--- src/rtl/vend_pkg.sv ---
// vend_pkg: shared FSM states, coin codes and coin valuation for the credit controller
package vend_pkg;
  typedef enum logic [1:0] {IDLE, VEND, CHANGE} state_t;
  localparam logic [1:0] COIN_NONE = 2'b00;
  localparam logic [1:0] COIN_C1 = 2'b01;
  localparam logic [1:0] COIN_C2 = 2'b10;
  localparam logic [1:0] COIN_C3 = 2'b11;
  function automatic int coin_value(input logic [1:0] code, input int c1, input int c2, input int c3);
    return code == COIN_C3 ? c3 : code == COIN_C2 ? c2 : code == COIN_C1 ? c1 : 0;
  endfunction
endpackage

--- src/rtl/vend_credit_ctrl_if.sv ---
// vend_credit_ctrl_if: coin, vend and change-hopper signals between front-end and controller
interface vend_credit_ctrl_if #(parameter int W = 10, parameter int PW = 2);
  logic coin_valid;
  logic [1:0] coin_sel;
  logic coin_reject;
  logic prod_req;
  logic [PW-1:0] prod_sel;
  logic cancel;
  logic dispense;
  logic [PW-1:0] dispense_id;
  logic insufficient;
  logic chg_valid;
  logic [1:0] chg_sel;
  logic chg_ready;
  logic [W-1:0] credit;
  logic busy;
  modport slave (
    input coin_valid, coin_sel, prod_req, prod_sel, cancel, chg_ready,
    output coin_reject, dispense, dispense_id, insufficient, chg_valid, chg_sel, credit, busy
  );
  modport master (
    output coin_valid, coin_sel, prod_req, prod_sel, cancel, chg_ready,
    input coin_reject, dispense, dispense_id, insufficient, chg_valid, chg_sel, credit, busy
  );
endinterface

--- src/rtl/vend_change_sel.sv ---
// vend_change_sel: greedy largest-coin-not-exceeding-credit selector for change return
module vend_change_sel import vend_pkg::*; #(
  parameter int W = 10,
  parameter int COIN1 = 5,
  parameter int COIN2 = 10,
  parameter int COIN3 = 25
) (
  input  logic [W-1:0] credit,
  output logic [1:0]   sel,
  output logic [W-1:0] val
);
  always_comb begin
    sel = credit >= W'(COIN3) ? COIN_C3 : credit >= W'(COIN2) ? COIN_C2 : credit >= W'(COIN1) ? COIN_C1 : COIN_NONE;
    val = W'(coin_value(sel, COIN1, COIN2, COIN3));
  end
endmodule

--- src/rtl/vend_credit_ctrl.sv ---
// vend_credit_ctrl: coin credit accumulator with per-product vend and greedy change return
module vend_credit_ctrl import vend_pkg::*; #(
  parameter int W = 10,
  parameter int N_PROD = 4,
  parameter logic [N_PROD*W-1:0] PRICES = {10'd125, 10'd100, 10'd65, 10'd80},
  parameter int MAX_CREDIT = 200,
  parameter int COIN1 = 5,
  parameter int COIN2 = 10,
  parameter int COIN3 = 25
) (
  input logic clk,
  input logic rst,
  vend_credit_ctrl_if.slave bus
);
  localparam int PW = N_PROD > 1 ? $clog2(N_PROD) : 1;
  localparam int WP1 = W + 1;
  state_t state;
  logic [W-1:0] credit, price, chg_val;
  logic [W:0] sum;
  logic [1:0] chg_sel;
  logic [PW-1:0] dispense_id;
  logic coin_live, pvalid, coin_reject, insufficient, dispense, chg_valid, busy;
  vend_change_sel #(.W(W), .COIN1(COIN1), .COIN2(COIN2), .COIN3(COIN3)) u_sel (
    .credit(credit), .sel(chg_sel), .val(chg_val)
  );
  assign coin_live = bus.coin_valid && bus.coin_sel != COIN_NONE;
  assign pvalid = int'(bus.prod_sel) < N_PROD;
  assign price = pvalid ? PRICES[bus.prod_sel*W +: W] : '0;
  assign sum = {1'b0, credit} + WP1'(coin_value(bus.coin_sel, COIN1, COIN2, COIN3));
  always_ff @(posedge clk or posedge rst) begin
    if (rst) begin
      state <= IDLE;
      credit <= '0;
      dispense_id <= '0;
      coin_reject <= 1'b0;
      insufficient <= 1'b0;
      dispense <= 1'b0;
      chg_valid <= 1'b0;
      busy <= 1'b0;
    end else begin
      coin_reject <= 1'b0;
      insufficient <= 1'b0;
      dispense <= 1'b0;
      case (state)
        IDLE:
          if (bus.cancel) begin
            coin_reject <= coin_live;
            if (credit != '0) begin
              state <= CHANGE;
              chg_valid <= 1'b1;
              busy <= 1'b1;
            end
          end else if (bus.prod_req) begin
            coin_reject <= coin_live;
            if (pvalid && credit >= price) begin
              state <= VEND;
              credit <= credit - price;
              dispense_id <= bus.prod_sel;
              dispense <= 1'b1;
              busy <= 1'b1;
            end else insufficient <= 1'b1;
          end else if (coin_live) begin
            if (sum <= WP1'(MAX_CREDIT)) credit <= sum[W-1:0];
            else coin_reject <= 1'b1;
          end
        VEND: begin
          coin_reject <= coin_live;
          state <= credit != '0 ? CHANGE : IDLE;
          chg_valid <= credit != '0;
          busy <= credit != '0;
        end
        CHANGE: begin
          coin_reject <= coin_live;
          // a residue below the smallest coin cannot be paid out, so it is forfeited
          if (chg_val == '0 || (bus.chg_ready && credit == chg_val)) begin
            credit <= '0;
            state <= IDLE;
            chg_valid <= 1'b0;
            busy <= 1'b0;
          end else if (bus.chg_ready) credit <= credit - chg_val;
        end
        default: state <= IDLE;
      endcase
    end
  end
  assign bus.coin_reject = coin_reject;
  assign bus.insufficient = insufficient;
  assign bus.dispense = dispense;
  assign bus.dispense_id = dispense_id;
  assign bus.chg_valid = chg_valid;
  assign bus.chg_sel = chg_sel;
  assign bus.credit = credit;
  assign bus.busy = busy;
endmodule

--- src/flat_wrapper.sv ---
// flat-port wrapper written by rule: the top's interface ports become plain ports
module vend_credit_ctrl_flat import vend_pkg::*;
#(
  parameter int W = 10,
  parameter int N_PROD = 4,
  parameter logic [N_PROD*W-1:0] PRICES = {10'd125, 10'd100, 10'd65, 10'd80},
  parameter int MAX_CREDIT = 200,
  parameter int COIN1 = 5,
  parameter int COIN2 = 10,
  parameter int COIN3 = 25
)
  (clk, rst, bus_coin_valid, bus_coin_sel, bus_prod_req, bus_prod_sel, bus_cancel, bus_chg_ready, bus_coin_reject, bus_dispense, bus_dispense_id, bus_insufficient, bus_chg_valid, bus_chg_sel, bus_credit, bus_busy);
  vend_credit_ctrl_if #(.W(W), .PW(2)) bus_i ();
  input logic clk;
  input logic rst;
  input wire logic [$bits(bus_i.coin_valid)-1:0] bus_coin_valid;
  input wire logic [$bits(bus_i.coin_sel)-1:0] bus_coin_sel;
  input wire logic [$bits(bus_i.prod_req)-1:0] bus_prod_req;
  input wire logic [$bits(bus_i.prod_sel)-1:0] bus_prod_sel;
  input wire logic [$bits(bus_i.cancel)-1:0] bus_cancel;
  input wire logic [$bits(bus_i.chg_ready)-1:0] bus_chg_ready;
  output wire logic [$bits(bus_i.coin_reject)-1:0] bus_coin_reject;
  output wire logic [$bits(bus_i.dispense)-1:0] bus_dispense;
  output wire logic [$bits(bus_i.dispense_id)-1:0] bus_dispense_id;
  output wire logic [$bits(bus_i.insufficient)-1:0] bus_insufficient;
  output wire logic [$bits(bus_i.chg_valid)-1:0] bus_chg_valid;
  output wire logic [$bits(bus_i.chg_sel)-1:0] bus_chg_sel;
  output wire logic [$bits(bus_i.credit)-1:0] bus_credit;
  output wire logic [$bits(bus_i.busy)-1:0] bus_busy;
  assign bus_i.coin_valid = bus_coin_valid;
  assign bus_i.coin_sel = bus_coin_sel;
  assign bus_i.prod_req = bus_prod_req;
  assign bus_i.prod_sel = bus_prod_sel;
  assign bus_i.cancel = bus_cancel;
  assign bus_i.chg_ready = bus_chg_ready;
  assign bus_coin_reject = bus_i.coin_reject;
  assign bus_dispense = bus_i.dispense;
  assign bus_dispense_id = bus_i.dispense_id;
  assign bus_insufficient = bus_i.insufficient;
  assign bus_chg_valid = bus_i.chg_valid;
  assign bus_chg_sel = bus_i.chg_sel;
  assign bus_credit = bus_i.credit;
  assign bus_busy = bus_i.busy;
  vend_credit_ctrl #(.W(W), .N_PROD(N_PROD), .PRICES(PRICES), .MAX_CREDIT(MAX_CREDIT), .COIN1(COIN1), .COIN2(COIN2), .COIN3(COIN3)) u_core (.clk(clk), .rst(rst), .bus(bus_i));
endmodule
--- config.mk ---
export PLATFORM = sky130hd
export DESIGN_NAME = vend_credit_ctrl_flat
export DESIGN_NICKNAME = d
export VERILOG_FILES = /design/src/rtl/vend_pkg.sv /design/src/rtl/vend_credit_ctrl_if.sv /design/src/rtl/vend_change_sel.sv /design/src/rtl/vend_credit_ctrl.sv /design/src/flat_wrapper.sv
export SDC_FILE = /design/constraint.sdc
export NUM_CORES = 1
export LEC_CHECK = 0
export ABC_CLOCK_PERIOD_IN_PS = 3400
export CORE_MARGIN = 8
export CORE_UTILIZATION = 52
export DETAILED_ROUTE_END_ITERATION = 16
export GPL_TIMING_DRIVEN = 1
export PLACE_DENSITY = 0.78
export SYNTH_ARGS = -nofsm -noshare
export SYNTH_HDL_FRONTEND = slang
export SYNTH_HIERARCHICAL = 1
export SYNTH_SLANG_ARGS = --single-unit
--- constraint.sdc ---
create_clock -name clk -period 3.4 [get_ports clk]
set_clock_uncertainty 0.15 [all_clocks]
set_input_delay 0.51 -clock clk [delete_from_list [all_inputs] [get_ports clk]]
set_output_delay 0.51 -clock clk [all_outputs]
set_load 0.1 [all_outputs]
# Word-level counts from Yosys, hierarchy flattened

Index checks and enable logic that the tools add are counted.

Bits in read-only memories: 0
Output and inout port bits: 19
Register bits: 19
Memory bits (writable): 0
Logic and storage cells: 99
Memories kept: 0
Latch bits: 0
Input bits: 10

Order comparisons: 5
Multiply operators: 1
$add $sub $neg: 3
Equality and inequality tests: 20
Bitwise gates (word level): 1
Reductions and logical operators: 15
Divide/modulo/power cells: 0
Shift operators: 1
Mux-type cells: 45

Operators with widths:

| kind                                                                | number |
|---|---|
| two-way mux 10 bit                                                  | 7 |
| variable part select 40 x 7 -> 10 bit (first input constant)        | 1 |
| two-way mux 11 bit                                                  | 2 |
| case mux 10 bit (2 select lines)                                    | 1 |
| two-way mux 1 bit                                                   | 19 |
| inequality test 3 x 2 -> 1 bit (second input constant)              | 6 |
| two-way mux 2 bit                                                   | 8 |
| AND reduction 4 bit                                                 | 3 |
| adder 10 x 11 -> 11 bit                                             | 1 |
| <= comparator 11 x 8 -> 1 bit (second input constant)               | 1 |
| equality test 10 x 5 -> 1 bit                                       | 1 |
| equality test 2 bit (second input constant)                         | 5 |
| greater-or-equal comparator 10 bit                                  | 1 |
| greater-or-equal comparator 10 x 3 -> 1 bit (second input constant) | 1 |
| greater-or-equal comparator 10 x 4 -> 1 bit (second input constant) | 1 |
| greater-or-equal comparator 10 x 5 -> 1 bit (second input constant) | 1 |
| zero test 10 bit                                                    | 1 |
| nonzero test 10 bit                                                 | 1 |
| subtractor 10 bit                                                   | 1 |
| subtractor 10 x 5 -> 10 bit                                         | 1 |
| equality test 2 x 1 -> 1 bit (second input constant)                | 3 |
| two-way mux 3 bit                                                   | 2 |
| case mux 1 bit (3 select lines)                                     | 2 |
| case mux 2 bit (3 select lines)                                     | 1 |
| 16 further kinds                                                    | 20 |

# Longest topological paths before layout

Depth after elaboration: 13
Mapped depth: 14

# By module

The synthesis kept the hierarchy.

Modules (own cells, without submodules):

| module           | area each (um^2) | cells each | instances |
|---|---|---|---|
| vend_credit_ctrl | 2314.7           | 289        | 1 |
| vend_change_sel  | 176.4            | 25         | 1 |

# Least setup slack after synthesis

Ideal clock, no wire load.

Path type: register -> register
From: reg u_core.credit[1] (netlist: u_core/bus.credit[1])
To: reg u_core.credit[8] (netlist: u_core/bus.credit[8])
Data arrival time: 5.842 ns
Setup slack: -2.716 ns
Period minus slack after synthesis: 6.116 ns
Stages on the path, launching flop included: 15
Path through: dfrtp_1 o21ba_2 a221oi_1 o21ai_0 buf_4 ha_1 inv_1 fa_1 a21o_1 a21oi_1 o22ai_1 nor2_1 xnor2_1 a22o_1 a211o_2

Longest elaborated chain between the ends: 13

RTL lines:

| element                                                             | RTL line               | source |
|---|---|---|
| start: declaration                                                  | vend_credit_ctrl.sv:18 | `logic [W-1:0] credit, price, chg_val;` |
| start signal: assignment                                            | vend_credit_ctrl.sv:57 | `credit <= credit - price;` |
| start signal: assignment                                            | vend_credit_ctrl.sv:63 | `if (sum <= WP1'(MAX_CREDIT)) credit <= sum[W-1:0];` |
| start signal: assignment                                            | vend_credit_ctrl.sv:80 | `end else if (bus.chg_ready) credit <= credit - chg_val;` |
| greater-or-equal comparator 10 x 3 -> 1 bit                         | vend_change_sel.sv:13  | `sel = credit >= W'(COIN3) ? COIN_C3 : credit >= W'(COIN2) ? COIN_C2 : credit >= W'(COIN1) ? COIN_C1 : COIN_NON ...` |
| two-way mux 1 bit                                                   | vend_change_sel.sv:13  |  |
| two-way mux 2 bit                                                   | vend_change_sel.sv:13  |  |
| two-way mux 2 bit *                                                 | vend_change_sel.sv:13  |  |
| via bus_chg_sel[0]                                                  | flat_wrapper.sv:27     | `output wire logic [$bits(bus_i.chg_sel)-1:0] bus_chg_sel;` |
| equality test 2 x 1 -> 1 bit                                        | vend_pkg.sv:9          | `return code == COIN_C3 ? c3 : code == COIN_C2 ? c2 : code == COIN_C1 ? c1 : 0;` |
| two-way mux 3 bit                                                   | vend_pkg.sv:9          |  |
| two-way mux 4 bit                                                   | vend_pkg.sv:9          |  |
| two-way mux 5 bit *                                                 | vend_pkg.sv:9          |  |
| via u_core.chg_val[0]                                               | vend_credit_ctrl.sv:18 |  |
| branches (longest 5 deep; another with subtractor 10 x 5 -> 10 bit) | -                      |  |

Mark *: on every way through the listed nets, which the timed path passes. The select of a mux whose other input is x is not followed.
A chain may end at the register's enable or synchronous reset.

# Worst setup path in the final report

From: reg u_core.credit[9] (netlist: u_core/bus.credit[9])
To: reg u_core.credit[3] (netlist: u_core/bus.credit[3])

Longest elaborated chain between the ends: 13

RTL lines:

| element                                                             | RTL line |
|---|---|
| greater-or-equal comparator 10 x 3 -> 1 bit                         | vend_change_sel.sv:13 |
| two-way mux 1 bit                                                   | vend_change_sel.sv:13 |
| two-way mux 2 bit                                                   | vend_change_sel.sv:13 |
| two-way mux 2 bit *                                                 | vend_change_sel.sv:13 |
| equality test 2 x 1 -> 1 bit                                        | vend_pkg.sv:9 |
| two-way mux 3 bit                                                   | vend_pkg.sv:9 |
| two-way mux 4 bit                                                   | vend_pkg.sv:9 |
| two-way mux 5 bit *                                                 | vend_pkg.sv:9 |
| via u_core.chg_val[2]                                               | vend_credit_ctrl.sv:18 |
| branches (longest 5 deep; another with subtractor 10 x 5 -> 10 bit) | - |

Marks and branches as above.

==> flow_summary.json <==
{
  "crit_required_ps": 3400,
  "status": "finished with violations",
  "cts_inserted_buffers": 3,
  "ys_warn_count": 6,
  "route.detailed.drc": 0,
  "grt_max_degree": 20,
  "grt_pass1_vias": 2700,
  "fin_crit_sh_pct": 104.5,
  "worstHoldPathType": "flip-flop to flip-flop",
  "grt_pass1_wl_mm": 12.76,
  "worst-path-buf-inv": 1,
  "relSlewSlack_pct": 34.35,
  "crit_type": "flip-flop to flip-flop",
  "rrSetupSlack_ps": -150,
  "cts_tree": "yes",
  "synth_cells": 314,
  "rr_endpoint": "u_core/bus.credit[3]",
  "crit_arrival_ps": 3560,
  "vias": 2871,
  "hold_depth": 2,
  "finalHoldViolations": 0,
  "antennaDiodeCount": 0,
  "rows": 25,
  "dp_cells": 441,
  "synth_edf_count": 0,
  "hold_end": "u_core/bus.dispense_id[1]",
  "ys_types": 58,
  "die-area_sq_um": 7262,
  "wl_mm": 8.546,
  "rr_worst_depth": 11,
  "clockBufferDepth": 2,
  "syn_area_sq_um": 2491,
  "detail_route.vias_per_cell": 6.310,
  "setup_viol": 10,
  "rr_startpoint": "u_core/bus.credit[9]",
  "rsz0062_at_grt": "true",
  "synth_flop_cell": "dfrtp_1",
  "min_from": "u_core/bus.dispense_id[1]",
  "cpPeakStageDelay_ps": 530,
  "io_buffers": 28,
  "routedWlPerCell_microns": 18.78,
  "dieHeight_microns": 85.22,
  "nNetsFinal": 439,
  "start_util_pct": 53.45,
  "worstMarginPinSlew_ps": 981.7,
  "min_period_ps": 3554,
  "final_common_cell": "buf_4",
  "place_congestion": 0.9241,
  "drv_cap": 0,
  "synth_area_per_cell_sq_um": 7.934,
  "cts.clk_slew.worst_paths_ps": 90,
  "final_cell_mix": "76 x buf_4, 26 x inv_1, 20 x ha_1",
  "path_cells": "or4_4 > nor4_4 > inv_1 > ha_4 > nand2_2 > o41a_1 > a21oi_1 > a21bo_2 > or2_4 > o21ai_4 > mux2_4",
  "die_w_microns": 85.22,
  "synth-seq-area-share_pct": 19.09,
  "coreArea_sq_um": 4661,
  "slowest_stage": "or4_4",
  "antenna_found_initial": 0,
  "synth-seq-cells": 19,
  "drive_above_1_share_pct": 37.41,
  "htree_levels": 1,
  "fmax_ghz": 0.2814,
  "violations": "setup timing",
  "fin_ws_ps": -154.3,
  "antenna_left": 0,
  "syn_to_final_growth_pct": 44.40,
  "fin_cells": 455,
  "drt_iter0_drc": 224,
  "grtUsageTotal_pct": 21.16,
  "clock-sinks": 19,
  "worstSkewPairLatency_ps": 270,
  "cp_max_fo": 6,
  "num_io_pins": 29,
  "first_pass_iters": 5,
  "slew_violations": 0,
  "overflow": 0,
  "crit_path_start_kind": "flip-flop",
  "cts_root_buf": "clkbuf_8",
  "endpoint_kind": "flip-flop",
  "async_reset_ff_share_pct": 100.0,
  "path_delay_family": "simple AND/OR/NAND/NOR gates",
  "hpwl_mm": 6.073
}
## routing by layer
| layer | up-vias | routed length, microns | track usage, % |
|---|---|---|---|
| met2 | 152 | 4149 | 36.72 |
| li1 | 1326 | - | - |
| met5 | - | 0 | 0 |
| met3 | 34 | 622 | 3.668 |
| met1 | 1359 | 3496 | 26.54 |
| met4 | 0 | 278 | 4.207 |
## Yosys cell counts (2+ instances only)
master | n | area, sq um
dfrtp_1 | 19 | 475.5
o22ai_1 | 5 | 31.28
a22o_1 | 5 | 43.79
xor2_1 | 5 | 43.79
fa_1 | 2 | 40.04
ha_1 | 25 | 312.8
o31ai_1 | 4 | 30.03
mux2_2 | 6 | 67.56
a21oi_1 | 24 | 120.1
o21ai_0 | 16 | 80.08
clkbuf_1 | 9 | 33.78
or2_2 | 5 | 31.28
inv_1 | 28 | 105.1
nand4_1 | 3 | 18.77
a21o_1 | 7 | 52.55
and2_1 | 4 | 25.02
buf_4 | 7 | 52.55
nor2b_1 | 8 | 50.05
nor2_1 | 18 | 67.56
nor4_1 | 4 | 25.02
a2111oi_0 | 4 | 35.03
nand3b_1 | 2 | 15.01
o2111ai_1 | 3 | 26.28
o211a_1 | 3 | 30.03
nand3_1 | 9 | 45.04
nand2_1 | 19 | 71.32
nand2b_1 | 5 | 31.28
a211o_2 | 4 | 40.04
o21a_1 | 6 | 45.04
or4_1 | 2 | 15.01
mux2i_1 | 2 | 20.02
a211oi_1 | 4 | 30.03
o32ai_1 | 2 | 17.52
and3_1 | 3 | 18.77
nor3_1 | 7 | 35.03
o21bai_1 | 2 | 15.01
xnor2_1 | 8 | 70.07
a31oi_1 | 5 | 31.28
## timing repair
item / 4_1_cts / 5_1_grt
pin swaps: 16 / 22
resized for setup: 13 / 27
hold buffers: 0 / 0
setup endpoints to repair: 10 / 12
buffers inserted: 5 / 5
## worst register-to-register path, delay by kind of cell, from the launching register on
family,cells,cell delay [ps]
compound gates,4,980
fa+ha+maj,1,290
buf+inv,1,110
flops,1,480
mux,1,330
simple gates,4,1100
## through the flow
stage | area, sq um | util [%] | setup WS [ps] | TNS (ps) | hold slack, ps
finish | 3597 | 77.18 | -154.3 | -1040 | 354.4
global route | 3597 | 77.18 | -267.3 | -2171 | 374.7
CTS | 3416 | 73.29 | -48.38 | -210.8 | 348.6
global placement | 3273 | 70.23 | -269.5 | -2579 | 313.3
detailed placement | 3273 | 70.23 | -362.4 | -3498 | 329.6
floorplan | 2629 | - | -564.5 | -4919 | 311.0
## cell families (layout without fill, tap and decap cells)
logic type | Yosys count | count (layout) | synth area share (%)
xor+xnor | 13 | 13 | 4.571
other cells | 1 | 5 | 0.1505
compound gates | 108 | 108 | 30.74
fa+ha+maj | 27 | 27 | 14.16
flops | 19 | 19 | 19.09
mux | 8 | 8 | 3.516
buf+inv | 44 | 127 | 7.684
simple gates | 94 | 94 | 20.09
## registers in the layout, summed over array words and instances, names as in the netlist
| name | flops |
|---|---|
| u_core/bus.busy | 1 |
| u_core/bus.dispense | 1 |
| u_core/bus.credit | 10 |
| u_core/bus.dispense_id | 2 |
| u_core/bus.chg_valid | 1 |
| u_core/bus.insufficient | 1 |
| u_core/bus.coin_reject | 1 |
| u_core/state | 2 |
## how the worst max path moves through the flow
| stage | start | end | cells after the start |
|---|---|---|---|
| 2_1_floorplan | u_core/bus.credit[9] | u_core/bus.credit[4] | 12 |
| 3_3_place_gp | bus_coin_sel[1] | u_core/bus.credit[5] | 10 |
| 3_5_place_dp | bus_coin_sel[1] | u_core/bus.credit[5] | 10 |
| 4_1_cts | u_core/bus.credit[6] | u_core/bus.credit[5] | 14 |
| 5_1_grt | u_core/bus.credit[9] | u_core/bus.credit[1] | 12 |
| 6_report | u_core/bus.credit[9] | u_core/bus.credit[3] | 11 |
## area by class of cell
class / instances / area (sq um)
repair buffers: 95 / 772.0
multi-input cells: 255 / 2102
clock buffers: 3 / 41.29
fillers: 324 / 1064
flip-flops and latches: 19 / 501.7
inverters: 28 / 105.1
clock inverters: 1 / 7.507
well taps: 54 / 67.56
Power is left out: the tool's default activity adds up to more than one toggle a clock period on the data nets, which glitch-free logic cannot reach.
